<file path="config.mk">
export PLATFORM = sky130hd
export DESIGN_NAME = mm2st
export DESIGN_NICKNAME = d
export VERILOG_FILES = /design/src/rtl/mm2st_pkg.sv /design/src/rtl/sc_fifo.sv /design/src/rtl/mm2st.sv
export SDC_FILE = /design/constraint.sdc
export NUM_CORES = 1
export LEC_CHECK = 0
export CAP_MARGIN = 20
export CORE_ASPECT_RATIO = 1.2
export CORE_MARGIN = 3
export CORE_UTILIZATION = 40
export DETAILED_ROUTE_END_ITERATION = 8
export SETUP_SLACK_MARGIN = 0.4
export SYNTH_ARGS = -nofsm -noshare
export SYNTH_HDL_FRONTEND = slang
export SYNTH_HIERARCHICAL = 1
export SYNTH_SLANG_ARGS = --single-unit
</file>
<file path="constraint.sdc">
create_clock -name clk -period 8.8 [get_ports clk]
set_clock_uncertainty 0.15 [all_clocks]
set_input_delay 2.64 -clock clk [delete_from_list [all_inputs] [get_ports clk]]
set_output_delay 2.64 -clock clk [all_outputs]
set_load 0.02 [all_outputs]
</file>
<file path="src/rtl/mm2st_pkg.sv">
// mm2st_pkg: shared state encoding and constants for the mm2st/st2mm pair
package mm2st_pkg;
  typedef enum logic [1:0] {IDLE, READ, DRAIN, FIN} state_t;
  localparam int FIFO_DEPTH_DEF = 4;
  localparam int MM_READ_LATENCY = 1;
endpackage

</file>
<file path="src/rtl/sc_fifo.sv">
// sc_fifo: single-clock show-ahead FIFO with occupancy count
module sc_fifo #(
  parameter int BITSIZE = 32,
  parameter int DEPTH = 4,
  localparam int AW = $clog2(DEPTH),
  localparam int CW = AW + 1
) (
  input  logic               clk,
  input  logic               rst_n,
  input  logic               wr_en,
  input  logic [BITSIZE-1:0] wr_data,
  input  logic               rd_en,
  output logic [BITSIZE-1:0] rd_data,
  output logic [CW-1:0]      count,
  output logic               empty
);
  logic [BITSIZE-1:0] mem [DEPTH];
  logic [AW-1:0] wr_ptr, rd_ptr;
  assign empty = count == '0;
  assign rd_data = empty ? '0 : mem[rd_ptr];
  always_ff @(posedge clk or negedge rst_n)
    if (!rst_n) begin
      for (int i = 0; i < DEPTH; i++) mem[i] <= '0;
      wr_ptr <= '0;
      rd_ptr <= '0;
      count <= '0;
    end else begin
      if (wr_en) begin
        mem[wr_ptr] <= wr_data;
        wr_ptr <= wr_ptr + AW'(1);
      end
      if (rd_en) rd_ptr <= rd_ptr + AW'(1);
      count <= count + CW'(wr_en) - CW'(rd_en);
    end
endmodule

</file>
<file path="src/rtl/mm2st.sv">
// mm2st: reads a contiguous Avalon-MM word block and emits it as one Avalon-ST packet
module mm2st import mm2st_pkg::*; #(
  parameter int BITSIZE = 32,
  parameter int EMPTY_SIZE = 2,
  parameter int ADDR_WIDTH = 9,
  parameter int FIFO_DEPTH = FIFO_DEPTH_DEF
) (
  input  logic                  clk,
  input  logic                  rst_n,
  input  logic                  start,
  input  logic [ADDR_WIDTH-1:0] start_addr,
  input  logic [ADDR_WIDTH:0]   length,
  input  logic [EMPTY_SIZE-1:0] last_empty,
  output logic                  busy,
  output logic                  done,
  output logic [ADDR_WIDTH-1:0] mm_address,
  output logic                  mm_chipselect,
  output logic                  mm_read,
  input  logic [BITSIZE-1:0]    mm_readdata,
  input  logic                  mm_waitrequest_n,
  output logic [BITSIZE-1:0]    data_out_data,
  output logic                  data_out_valid,
  input  logic                  data_out_ready,
  output logic [EMPTY_SIZE-1:0] data_out_empty,
  output logic                  data_out_startofpacket,
  output logic                  data_out_endofpacket
);
  localparam int CW = $clog2(FIFO_DEPTH) + 1;
  localparam logic [ADDR_WIDTH:0] ONE = 1;
  state_t state;
  logic [ADDR_WIDTH:0] reads_rem, beats, len_r;
  logic [EMPTY_SIZE-1:0] empty_r;
  logic [CW-1:0] fifo_count;
  logic inflight, fifo_empty, accept, pop;
  // credit: words buffered plus the read in flight must leave room in the FIFO
  assign mm_read = state == READ && reads_rem != '0 && int'(fifo_count) + int'(inflight) < FIFO_DEPTH;
  assign mm_chipselect = mm_read;
  assign accept = mm_read && mm_waitrequest_n;
  assign data_out_valid = !fifo_empty;
  assign pop = data_out_valid && data_out_ready;
  assign data_out_startofpacket = data_out_valid && beats == '0;
  assign data_out_endofpacket = data_out_valid && beats == len_r - ONE;
  assign data_out_empty = data_out_endofpacket ? empty_r : '0;
  sc_fifo #(.BITSIZE(BITSIZE), .DEPTH(FIFO_DEPTH)) u_fifo (
    .clk(clk),
    .rst_n(rst_n),
    .wr_en(inflight),
    .wr_data(mm_readdata),
    .rd_en(pop),
    .rd_data(data_out_data),
    .count(fifo_count),
    .empty(fifo_empty)
  );
  always_ff @(posedge clk or negedge rst_n)
    if (!rst_n) begin
      state <= IDLE;
      busy <= 1'b0;
      done <= 1'b0;
      mm_address <= '0;
      reads_rem <= '0;
      beats <= '0;
      len_r <= '0;
      empty_r <= '0;
      inflight <= 1'b0;
    end else begin
      inflight <= accept;
      if (accept) begin
        mm_address <= mm_address + ADDR_WIDTH'(1);
        reads_rem <= reads_rem - ONE;
      end
      if (pop) beats <= beats + ONE;
      case (state)
        IDLE: if (start) begin
          mm_address <= start_addr;
          reads_rem <= length;
          len_r <= length;
          empty_r <= last_empty;
          beats <= '0;
          busy <= length != '0;
          done <= length == '0;
          state <= length == '0 ? FIN : READ;
        end
        READ: if (accept && reads_rem == ONE) state <= DRAIN;
        DRAIN: if (pop && data_out_endofpacket) begin
          state <= FIN;
          busy <= 1'b0;
          done <= 1'b1;
        end
        FIN: begin
          state <= IDLE;
          done <= 1'b0;
        end
        default: state <= IDLE;
      endcase
    end
endmodule

</file>
==> flow_summary_export.csv <==
group,metric,value,unit
clock_tree,numCtsBuffers,17,
clock_tree,insertion_delay,0.42,ns
yosys,synth_top_cell_by_area,"dfrtp_1",
clock_tree,clockRootBuffer,"clkbuf_16",
clock_tree,clk_pin_slew,0.07,ns
pwr,power,4158,uW
yosys,synth-seq-cells,181,
pwr,power_density,387.5,mW/mm2
yosys,ys_async_sr_fraction,100.0,%
yosys,synth.distinct_cells,52,
yosys,synth_top_area_share,50.99,%
job,drv_cap,0,
timing,tightest_slew,1.004,ns
finish,nets,854,
outcome,status,"complete, no violations",
timing,slew_headroom,32.84,%
floorplan,rows,59,
finish,diodes,0,
timing,setup_viol,0,
pwr,ir_drop,0.1401,mV
setup_path,critPathRequiredTime,6.01,ns
routing,wirelength,19.43,mm
timing,hold_viol_final,0,
global_routing,gr-usage-all-layers,16.74,%
clock_tree,postCtsSetupBuffers,0,
timing,fin_hold_ws,0.3498,ns
routing,dr_wl_met3,814,um
global_routing,gr-total-overflow,0,
yosys,synth_xor_area_share,4.239,%
timing,rsz0062_at_grt,"no",
timing,finalCritPeriodShare,68.65,%
setup_path,endpoint_kind,"primary output",
clock_tree,htreeDepth,4,
pwr,leakagePower,0.004495,uW
routing,wl_met1,8.535,mm
global_routing,grt_max_degree,102,
finish,final_layout_size_suffix_gt1_share,26.10,%
setup_path,arrival,3.25,ns
routing,drc,0,
setup_path,crit_buf_inv,2,
setup_path,reg2regPathDepth,11,
routing,wl_per_cell,18.21,um
yosys,synth-seq-area-share,50.99,%
yosys,synthSimpleGateAreaFrac,10.62,%
yosys,synthCells,686,
global_routing,first_global_vias,6087,
yosys,syn_area,0.008884,mm2
min_path,hp-class,"flip-flop to flip-flop",
yosys,synthAdderAreaFrac,2.338,%
floorplan,initial_core_util,40.79,%
routing,routed.top_layer,"met4",
routing,route.met2.wl,9.835,mm
place,place.gp.congestion,0.8016,
setup_path,cp_slowest_cell,"clkdlybuf4s50_1",
min_path,holdPathStages,1,
clock_tree,clkSinkCount,181,
yosys,synth_top_flop_cell,"dfrtp_1",
floorplan,die_w,142.0,um
clock_tree,clockBufferDepth,2,
floorplan,die_area,0.02404,mm2
timing,min_period,6.042,ns
routing,first_iter_violations,240,
clock_tree,postCtsResizedCells,0,
clock_tree,cts-hold-fix-buffers,0,
floorplan,core_area,0.02178,mm2
yosys,synth_fp_nets,760,
floorplan,ios,108,
clock_tree,cts_tree,"built",
setup_path,path_class,"flip-flop to primary output",
setup_path,path_cells,"inv_1 > ha_1 > nor2b_1 > or3_1 > a31o_1 > nor4_4 > and2_4 > clkdlybuf4s50_1",
min_path,hold_start,"u_fifo/mem[64]",
timing,drv_slew,0,
yosys,synth_top_family_by_area,"multiplexers",
timing,max_freq,165.5,MHz
yosys,synth_compound_area_share,3.282,%
yosys,synth_mux_area_share,24.85,%
routing,drtPass1Iterations,5,
routing,via_count,5627,
yosys,ys_top_cells_by_area,"dfrtp_1 51%, mux2_2 16%, mux4_2 7.1%",
place,port_buffers,107,
setup_path,crit_family,"simple AND/OR/NAND/NOR gates",
setup_path,reg2reg_from,"u_fifo/count[1]",
global_routing,grt_first_pass_wirelength,31.97,mm
setup_path,crit_path_max_fanout,9,
yosys,yosysWarnings,6,
floorplan,die_y,169.3,um
place,hpwl,12.71,mm
finish,syn2layout_area_growth,20.79,%
setup_path,r2r_slack,6.07,ns
yosys,avgSynthCellArea,12.95,um2
yosys,synth-edff-count,0,
setup_path,startpoint_type,"flip-flop",
routing,avgViaCountPerCell,5.274,
routing,antenna_left,0,
global_routing,antenna_found_initial,0,
min_path,min_to,"u_fifo/mem[64]",
timing,tns,0,ns
setup_path,cp_slowest_stage_delay,0.60,ns
setup_path,r2r-end,"u_fifo/count[2]",
-- final cells by class --
cell class	instances	area, um2
multi-input cells	446	4036
well taps	274	342.8
clock inverters	14	173.9
fillers	1920	11050
repair buffers	113	1137
clock buffers	18	429.2
flip-flops and latches	181	4532
inverters	21	78.83
-- sequential cells by signal (all words and copies together) (netlist names), 2 cells and up --
signal	flops
u_fifo/mem	128
u_fifo/wr_ptr	2
u_fifo/rd_ptr	2
state	2
u_fifo/count	3
empty_r	2
beats	10
reads_rem	10
mm_address	9
len_r	10
-- worst max path at each step --
stage	startpoint	endpoint	depth (start not counted)
6_report	len_r[0]	data_out_endofpacket	8
2_1_floorplan	len_r[0]	data_out_empty[0]	8
4_1_cts	len_r[0]	data_out_endofpacket	8
5_1_grt	len_r[0]	data_out_endofpacket	8
3_3_place_gp	len_r[0]	data_out_endofpacket	8
3_5_place_dp	len_r[0]	data_out_endofpacket	8
-- cells in the mapped netlist, drive strengths merged (2+ instances only) --
library cell	n
nand2	57
a41oi	4
and4b	4
nor2b	5
nor3	6
nor3b	2
nor4	8
nand4	10
buf	23
and2	35
nor2	22
or3	2
xnor2	18
a21oi	4
dfrtp	181
a31o	2
nand3	11
clkbuf	15
mux2i	3
and3	6
xor2	25
mux2	128
inv	21
o21ai	29
mux4	32
nand2b	2
a31oi	4
ha	15
-- routing by layer --
layer,track usage (%),vias to the layer above
met5,0,-
met3,4.002,17
met2,28.81,114
met1,21.28,2882
li1,-,2614
met4,4.257,0
-- per-stage QoR --
| stage | instances | setup slack (ns) | utilization (%) | area [um2] |
|---|---|---|---|---|
| after floorplan | 686 | 3.877 | - | 8884 |
| after global placement | 1034 | 3.251 | 46.38 | 10100 |
| after CTS | 1066 | 2.714 | 49.15 | 10700 |
| after detailed placement | 1034 | 3.181 | 46.38 | 10100 |
| final | 1067 | 2.758 | 49.27 | 10730 |
| after global routing | 1067 | 2.551 | 49.27 | 10730 |
-- cells by family after synthesis --
logic type / after synthesis
AOI/OAI and AO/OA: 49
xor gates and xnor gates: 43
adders and majority gates: 16
buffers and inverters: 59
DFF: 181
muxes: 163
and+or+nand+nor: 175
-- layout by cell type (no fill, tap or decap), drive strengths merged, types with 5 or more instances in the layout --
| cell | instances |
|---|---|
| nor2 | 22 |
| and2 | 35 |
| dfrtp | 181 |
| nand4 | 10 |
| nand3 | 11 |
| mux2 | 128 |
| inv | 25 |
| clkdlybuf4s50 | 106 |
| and3 | 6 |
| clkbuf | 18 |
| nor3 | 6 |
| mux4 | 32 |
| nand2 | 57 |
| xor2 | 25 |
| xnor2 | 18 |
| nor2b | 5 |
| ha | 15 |
| o21ai | 29 |
| nor4 | 8 |
| buf | 7 |
-- power by group --
| group | internal [uW] | switching, uW |
|---|---|---|
| Clock | 450 | 324 |
| Sequential | 1240 | 319 |
| Combinational | 1040 | 792 |
| Total | 2720 | 1430 |
Power figures use the tool's default switching activity.
